==> config.mk <==
export PLATFORM = sky130hd
export DESIGN_NAME = ai_activation_unit
export DESIGN_NICKNAME = d
export VERILOG_FILES = /design/src/rtl/ai_accel_pkg.sv /design/src/rtl/ai_act_alu.sv /design/src/rtl/ai_activation_unit.sv
export SDC_FILE = /design/constraint.sdc
export NUM_CORES = 1
export LEC_CHECK = 0
export CORE_ASPECT_RATIO = 0.7
export CORE_UTILIZATION = 51
export CTS_CLUSTER_DIAMETER = 80
export DETAILED_ROUTE_END_ITERATION = 6
export PLACE_DENSITY = 0.79
export RECOVER_POWER = 50
export SLEW_MARGIN = 30
export SYNTH_ARGS = -nofsm -noshare
export SYNTH_HDL_FRONTEND = slang
export SYNTH_SLANG_ARGS = --single-unit
==> constraint.sdc <==
create_clock -name clk -period 4.1 [get_ports clk]
set_input_delay 0.82 -clock clk [delete_from_list [all_inputs] [get_ports clk]]
set_output_delay 0.82 -clock clk [all_outputs]
set_load 0.05 [all_outputs]
==> src/rtl/ai_accel_pkg.sv <==
// Shared types and constants for the AI core units: data-type codes,
// activation selectors, FP32 zero encodings and the activation FSM states.
package ai_accel_pkg;

  localparam logic [2:0] DT_INT32 = 3'b010;
  localparam logic [2:0] DT_FP32  = 3'b101;

  typedef enum logic [1:0] {
    ACT_RELU  = 2'd0,
    ACT_CLIP  = 2'd1,
    ACT_LEAKY = 2'd2,
    ACT_PASS  = 2'd3
  } act_e;

  localparam logic [31:0] FP_POS_ZERO = 32'h0000_0000;
  localparam logic [31:0] FP_NEG_ZERO = 32'h8000_0000;

  typedef enum logic [2:0] {
    ST_IDLE,
    ST_LOAD,
    ST_APPLY,
    ST_STORE,
    ST_DONE
  } state_e;

  // Any code other than the FP32 code is handled as INT32.
  function automatic logic is_fp32(input logic [2:0] dt);
    return dt == DT_FP32;
  endfunction

endpackage

==> src/rtl/ai_act_alu.sv <==
// Purely combinational element-wise activation function for INT32 and FP32
// elements; kept stateless so a streaming datapath can reuse it.
module ai_act_alu
  import ai_accel_pkg::*;
(
  input  logic [31:0] x,
  input  logic [1:0]  act_type,
  input  logic [2:0]  data_type,
  input  logic [31:0] act_param,
  output logic [31:0] y
);

  logic        is_fp;
  logic [4:0]  shamt;
  logic [7:0]  exp_x;
  logic [7:0]  exp_sh;
  logic [31:0] relu_y;

  assign is_fp  = is_fp32(data_type);
  assign shamt  = act_param[4:0];
  assign exp_x  = x[30:23];
  assign exp_sh = {3'b000, shamt};

  // Both formats keep the sign in bit 31 and encode zero as all zeros, so one
  // ReLU serves both; for FP32 this also maps -0, -inf and negative NaNs to +0.
  assign relu_y = x[31] ? FP_POS_ZERO : x;

  always_comb begin
    y = x;
    case (act_e'(act_type))
      ACT_RELU: y = relu_y;
      ACT_CLIP: begin
        // Non-negative FP32 values order the same as their unsigned bit patterns.
        if (is_fp) y = (relu_y > act_param) ? act_param : relu_y;
        else       y = ($signed(relu_y) > $signed(act_param)) ? act_param : relu_y;
      end
      ACT_LEAKY: begin
        if (x[31]) begin
          if (is_fp) begin
            if (exp_x == 8'hFF)       y = x;
            else if (exp_x <= exp_sh) y = FP_NEG_ZERO;
            else                      y = {1'b1, exp_x - exp_sh, x[22:0]};
          end else begin
            y = $signed(x) >>> shamt;
          end
        end
      end
      default: y = x;
    endcase
  end

endmodule

==> src/rtl/ai_activation_unit.sv <==
// Memory-to-memory activation stage: loads each element, applies the selected
// activation and stores it to the output buffer for the pooling unit.
module ai_activation_unit
  import ai_accel_pkg::*;
#(
  parameter int XLEN       = 64,
  parameter int DATA_WIDTH = 32
) (
  input  logic            clk,
  input  logic            rst,
  input  logic            enable,
  input  logic [1:0]      act_type,
  input  logic [2:0]      data_type,
  input  logic [XLEN-1:0] input_addr,
  input  logic [XLEN-1:0] output_addr,
  input  logic [31:0]     num_elements,
  input  logic [31:0]     act_param,
  output logic [XLEN-1:0] mem_addr,
  output logic [XLEN-1:0] mem_wdata,
  output logic [7:0]      mem_wmask,
  output logic            mem_req,
  output logic            mem_we,
  input  logic [XLEN-1:0] mem_rdata,
  input  logic            mem_ready,
  output logic            busy,
  output logic [XLEN-1:0] result,
  output logic            valid
);

  state_e                 state_q, state_d;
  logic [1:0]             act_q;
  logic [2:0]             dt_q;
  logic [XLEN-1:0]        in_base_q;
  logic [XLEN-1:0]        out_base_q;
  logic [31:0]            count_q;
  logic [31:0]            param_q;
  logic [31:0]            idx_q;
  logic [DATA_WIDTH-1:0]  x_q;
  logic [DATA_WIDTH-1:0]  y_q;
  logic [31:0]            alu_y;
  logic [XLEN-1:0]        idx_off;
  logic                   count_zero;
  logic                   last_elem;
  logic [XLEN-DATA_WIDTH-1:0] unused_rdata_hi;

  assign unused_rdata_hi = mem_rdata[XLEN-1:DATA_WIDTH];
  assign idx_off    = XLEN'(idx_q) << 2;
  assign count_zero = (count_q == 32'd0);
  assign last_elem  = ((idx_q + 32'd1) == count_q);

  ai_act_alu u_alu (
    .x         (x_q),
    .act_type  (act_q),
    .data_type (dt_q),
    .act_param (param_q),
    .y         (alu_y)
  );

  always_ff @(posedge clk) begin
    if (rst) begin
      state_q    <= ST_IDLE;
      act_q      <= '0;
      dt_q       <= '0;
      in_base_q  <= '0;
      out_base_q <= '0;
      count_q    <= '0;
      param_q    <= '0;
      idx_q      <= '0;
      x_q        <= '0;
      y_q        <= '0;
    end else begin
      state_q <= state_d;
      case (state_q)
        ST_IDLE: begin
          if (enable) begin
            act_q      <= act_type;
            dt_q       <= data_type;
            in_base_q  <= input_addr;
            out_base_q <= output_addr;
            count_q    <= num_elements;
            param_q    <= act_param;
            idx_q      <= '0;
          end
        end
        ST_LOAD:  if (mem_ready && !count_zero) x_q <= mem_rdata[DATA_WIDTH-1:0];
        ST_APPLY: y_q <= alu_y;
        ST_STORE: if (mem_ready) idx_q <= idx_q + 32'd1;
        default:  ;
      endcase
    end
  end

  // An empty job still passes through LOAD (with no request) so that the
  // zero-count test is made on the latched count rather than the live input.
  always_comb begin
    state_d   = state_q;
    mem_req   = 1'b0;
    mem_we    = 1'b0;
    mem_addr  = '0;
    mem_wdata = '0;
    mem_wmask = 8'h00;
    valid     = 1'b0;
    result    = '0;
    busy      = (state_q != ST_IDLE);
    case (state_q)
      ST_IDLE: if (enable) state_d = ST_LOAD;
      ST_LOAD: begin
        if (count_zero) begin
          state_d = ST_DONE;
        end else begin
          mem_req  = 1'b1;
          mem_addr = in_base_q + idx_off;
          if (mem_ready) state_d = ST_APPLY;
        end
      end
      ST_APPLY: state_d = ST_STORE;
      ST_STORE: begin
        mem_req   = 1'b1;
        mem_we    = 1'b1;
        mem_addr  = out_base_q + idx_off;
        mem_wdata = {{(XLEN-DATA_WIDTH){1'b0}}, y_q};
        mem_wmask = 8'h0F;
        if (mem_ready) state_d = last_elem ? ST_DONE : ST_LOAD;
      end
      ST_DONE: begin
        valid   = 1'b1;
        result  = out_base_q;
        state_d = ST_IDLE;
      end
      default: state_d = ST_IDLE;
    endcase
  end

endmodule

# Word level (Yosys, flattened, before mapping)
# Cells that the tools add are included.
# totals
register_bits	296
input_bits	265
output_inout_bits	204
# op_classes
addsub	4
magnitude_cmp	3
n_eq_ne	12
shifts	1
mux	27
reduce_logical	11
# ops
cell	n
$mux 32	9
$add 64x34->64	2
$mux 64	2
$pmux 64 s2	1
$pmux 32 s3	1
$gt 32x32->1	2
$pmux 32 s2	1
$mux 31	2
$add 32x1->32 const B	1
$eq 32x32->1	1
$logic_not 32->1	1
$sshr 32x5->32	1
$mux 3	5
$pmux 3 s4	1
$eq 8x8->1 const B	1
$le 8x5->1	1
$sub 8x5->8	1
$eq 3x2->1 const B	2
$eq 3x3->1 const B	2
$reduce_and 3->1	2
$mux 4	1
$ne 2x2->1 const B	2
$reduce_and 2->1	2
$eq 3x1->1 const B	1
other kinds (11)	13

# Depth between registers and ports, before layout
# Gate-level depths: netlist of the first run.
# depth
word_depth	6
depth_mapped	15
mapped_depth_nobuf	13

# Modules after synthesis
# Synthesis of the first run repeated with hierarchy kept, for this count alone.
# hier_totals
cells_unflattened	3048
area_unflattened_um2	22122.5
# by_module_without_submodules
mod	n_inst	cells_per_inst	area_each_um2	seq_area_each_um2
ai_activation_unit	1	2408	17680.7	5925.7
ai_act_alu	1	640	4441.8	0.0

# Worst setup path after synthesis of the first run
# OpenSTA, ideal clock, no wires.
# synth_path
path_type	reg-to-output
from	register idx_q[0]
to	output mem_addr[48]
arrival_ns	3.643
required_time_ns	3.280
slack_ns	-0.363
stages_incl_launch_ff	14
cell_sequence	dfxtp_1 ha_1 inv_1 fa_1 nor2b_1 o31a_1 a41oi_1 o311a_1 a311oi_1 nor2_1 buf_2 nor3_1 xnor2_1 o22ai_1
# synth_between
elab_chain_cells	3
# synth_lines
element	line	source
start: declaration	ai_activation_unit.sv:37	logic [31:0] idx_q;
start signal: assignment	ai_activation_unit.sv:87	ST_STORE: if (mem_ready) idx_q <= idx_q + 32'd1;
$add 64x34->64	ai_activation_unit.sv:112	mem_addr = in_base_q + idx_off;
$mux 64	ai_activation_unit.sv:108	if (count_zero) begin
$pmux 64 s2 *	ai_activation_unit.sv:105	case (state_q)
end: declaration	ai_activation_unit.sv:18	output logic [XLEN-1:0] mem_addr,
# Mark *: on every way between the ends. The rest lies on a longest branch, timed or not.

# Worst setup path in the final report of the first run
# layout_path
from	register idx_q[0]
to	output mem_addr[54]
# The elaborated chain is that of the path after synthesis.

==> impl_metrics.ini, run 1 <==
[critical_path]
worst-path-max-fanout = 4
cp-end-kind = output port
required_ns = 3.28
cp-start-kind = register
path_class = reg -> out
r2r.worst_path.cells = 5
critPathArrivalTime_ns = 3.88
max_stage_delay_ns = 0.42
worstPathCellList = buf_6 > ha_4 > inv_2 > fa_2 > nor2b_2 > o31a_1 > a41oi_2 > o311a_4 > a311oi_2 > buf_4 > nor2_4 > buf_6 > nor4_4 > xnor2_2 > o22ai_4 > buf_12
cp_slowest_cell = o311a_4
crit_path_frequent_cell = buf_6

[cells_and_area]
finish.utilization_pct = 72.1
areaGrowthSynthToFinish_pct = 38.3
nets = 3742
final_cell_mix = nand2_1, a21oi_1, clkdlybuf4s50_1
drive_gt1_share_pct = 15.9
layout_commonest_cell = nand2_1

[run_status]
status = finished with violations
violations = design-rule violations, max-capacitance violations, max-slew violations, negative setup slack

[cts]
clock-root-buffer = clkbuf_16
path_clk_slew_ns = 0.06
cts_htree_levels = 2
cts_tree = done
insertion_delay_ns = 0.55
cts.sinks = 296
cts_buffers = 34
clockBufferDepth = 3

[logic_synthesis]
synth_edf_count = 0
syn_area_um2 = 21600
netlist_instances = 2955
synth_top_area_cell = dfxtp_1
synth.top_cell.area_share_pct = 27.5
synthTopCellsByArea = dfxtp_1, nand2_1, a21oi_1
ys_warn_count = 0
synth_seq_cells = 296
avgSynthCellArea_um2 = 7.30
ys_async_sr_fraction_pct = 0
synthFlopType = dfxtp_1
synth-seq-area-share_pct = 27.5
synth.distinct_cells = 84

[timing]
tightest_slew_ns = 2.16
fin_crit_ns = 4.70
fin_skew_ns = 0.0173
setup-violations-final = 50
layout_worst_path_cycle_share_pct = 115
hold_viol_final = 0
slew_violations = 55
timing.hold.ws_ns = 0.464
setup_slack_ns = -0.598
relSlewSlack_pct = -44.0
max_freq_mhz = 213
rsz0062_at_grt = true
fin_setup_tns_ns = -17.00

[power_and_ir_drop]
power_frac_comb_pct = 25.8
p_per_area_nw_per_um2 = 297
internal_power_uw = 5900
leakage_uw = 0.0118
peakVddDrop_uv = 351
power.total_uw = 8870
seqPwrFrac_pct = 37.4
switchingPower_uw = 2970
power.share.clock_pct = 36.8
p_sw_share_pct = 33.4

[placed_design]
dp_hpwl_mm = 66.6
io_buffers = 400
place_congestion = 1.02

[floorplanning]
ios = 469
rows = 62
fp.dieW_um = 248
core-area_um2 = 41300
start_util_pct = 52.1
die_area_um2 = 43100
die_h_um = 174

[route]
dr.first_iter.drc_count = 3162
final_antenna_net_count = 0
via_count = 24829
wl_per_cell_um = 23.3
vias_per_cell = 6.30
drt_wl_total_mm = 91.8
drc = 21
first_pass_iters = 7

[global_route]
grt_overflow_total = 0
grt_pass1_vias = 22769
antenna_found_initial = 4
grt_usage_pct = 40.4
grt_pass1_wl_mm = 135
grt_max_degree = 198

[min_path]
min_path_type = reg -> reg
holdPathStages = 2

[job]
drv_cap = 1
-- stage by stage --
step           instances  worst slack [ns]  area (um^2)
2_1_floorplan       2990           -0.0448        21900
3_3_place_gp        3845            -0.227        27200
3_5_place_dp        3845            -0.201        27200
4_1_cts             3920            -0.473        29400
5_1_grt             3939            -0.659        29800
6_report            3939            -0.598        29800
-- registers in the layout, summed over array words and instances, names as in the netlist --
register	flops
act_q	2
count_q	32
dt_q	3
idx_q	32
in_base_q	64
out_base_q	64
param_q	32
state_q	3
x_q	32
y_q	32
-- Yosys cell counts, types with 14 or more instances --
master,n
a21o_1,39
mux2i_1,30
o21ai_0,114
nor2b_1,41
clkbuf_1,173
inv_1,57
nand2_1,622
a221oi_1,15
nor4_1,19
ha_1,101
nand4_1,27
nand2b_1,19
buf_4,45
dfxtp_1,296
a21oi_1,399
a211oi_1,26
nand3_1,46
nor3_1,51
and3_1,66
o211ai_1,28
xnor2_1,83
and2_1,83
and4_1,14
nor2_1,151
mux4_2,25
o22ai_1,71
xor2_1,86
-- worst max-delay path, delay by kind of cell, from the launching register on --
family | cells | cell delay, ns
AOI/OAI and AO/OA | 5 | 1.10
buffers and inverters | 5 | 0.68
and+or+nand+nor | 3 | 0.54
adders and majority gates | 2 | 0.47
DFF | 1 | 0.34
xor gates and xnor gates | 1 | 0.18
-- path summary, 6_finish.rpt --
check	startpoint	end	slack (ns)
worst max-delay path	idx_q[0]	mem_addr[54]	-0.60
worst min-delay path	in_base_q[31]	in_base_q[31]	0.46
worst max register to register	state_q[1]	in_base_q[5]	0.02
worst min register to register	in_base_q[31]	in_base_q[31]	0.46
-- power by group through the flow --
stage	combinational [uW]	sequential, uW	clock [uW]
3_5_place_dp	2180	3350	0
6_report	2290	3310	3270
5_1_grt	2430	3320	3400
3_3_place_gp	2140	3340	0
4_1_cts	2210	3290	3290
2_1_floorplan	1380	3240	0
-- layout make-up --
class	count	area [um^2]
fill	3158	11500
sequential	296	5960
multi-input combinational	2391	15700
clock buffer	42	975
tap	544	681
inverter	60	225
clock inverter	14	178
antenna	2	5.00
timing repair buffer	590	6100
-- cells by family (layout without fill, tap and decap cells) --
family | count (synthesis) | in the layout | synth area share [%]
AND/OR/NAND/NOR | 1189 | 1189 | 25.7
AO/OA/AOI/OAI | 829 | 829 | 23.1
buffers and inverters | 303 | 706 | 6.14
flip-flops | 296 | 296 | 27.5
XOR/XNOR | 169 | 169 | 6.87
adder cells (fa/ha/maj) | 104 | 104 | 6.14
multiplexers | 64 | 64 | 4.49
other | 1 | 38 | 0.0174
-- routing by layer --
metal | routed length [um] | GRT usage (%)
met5 | 0 | 0
met4 | 3430 | 13.4
met3 | 11900 | 12.8
met2 | 38000 | 57.3
met1 | 38500 | 57.3
-- what timing repair did --
action	CTS	global route
cloned	2	0
endpoints found under the setup margin	51	55
hold buffers	0	0
pin swaps	77	59
buffers inserted	19	22
resized for setup	155	87
No activity file was read; power rests on OpenSTA's default activity.
==> run 2, diff against run 1 <==
--- a/config.mk
+++ b/config.mk
@@ -5,6 +5,7 @@
 export SDC_FILE = /design/constraint.sdc
 export NUM_CORES = 1
 export LEC_CHECK = 0
+export CAP_MARGIN = 20
 export CORE_ASPECT_RATIO = 0.7
 export CORE_UTILIZATION = 51
 export CTS_CLUSTER_DIAMETER = 80
==> results of run 2 <==
Same layout as run 1: the final DEF is identical, and so are final timing and power.
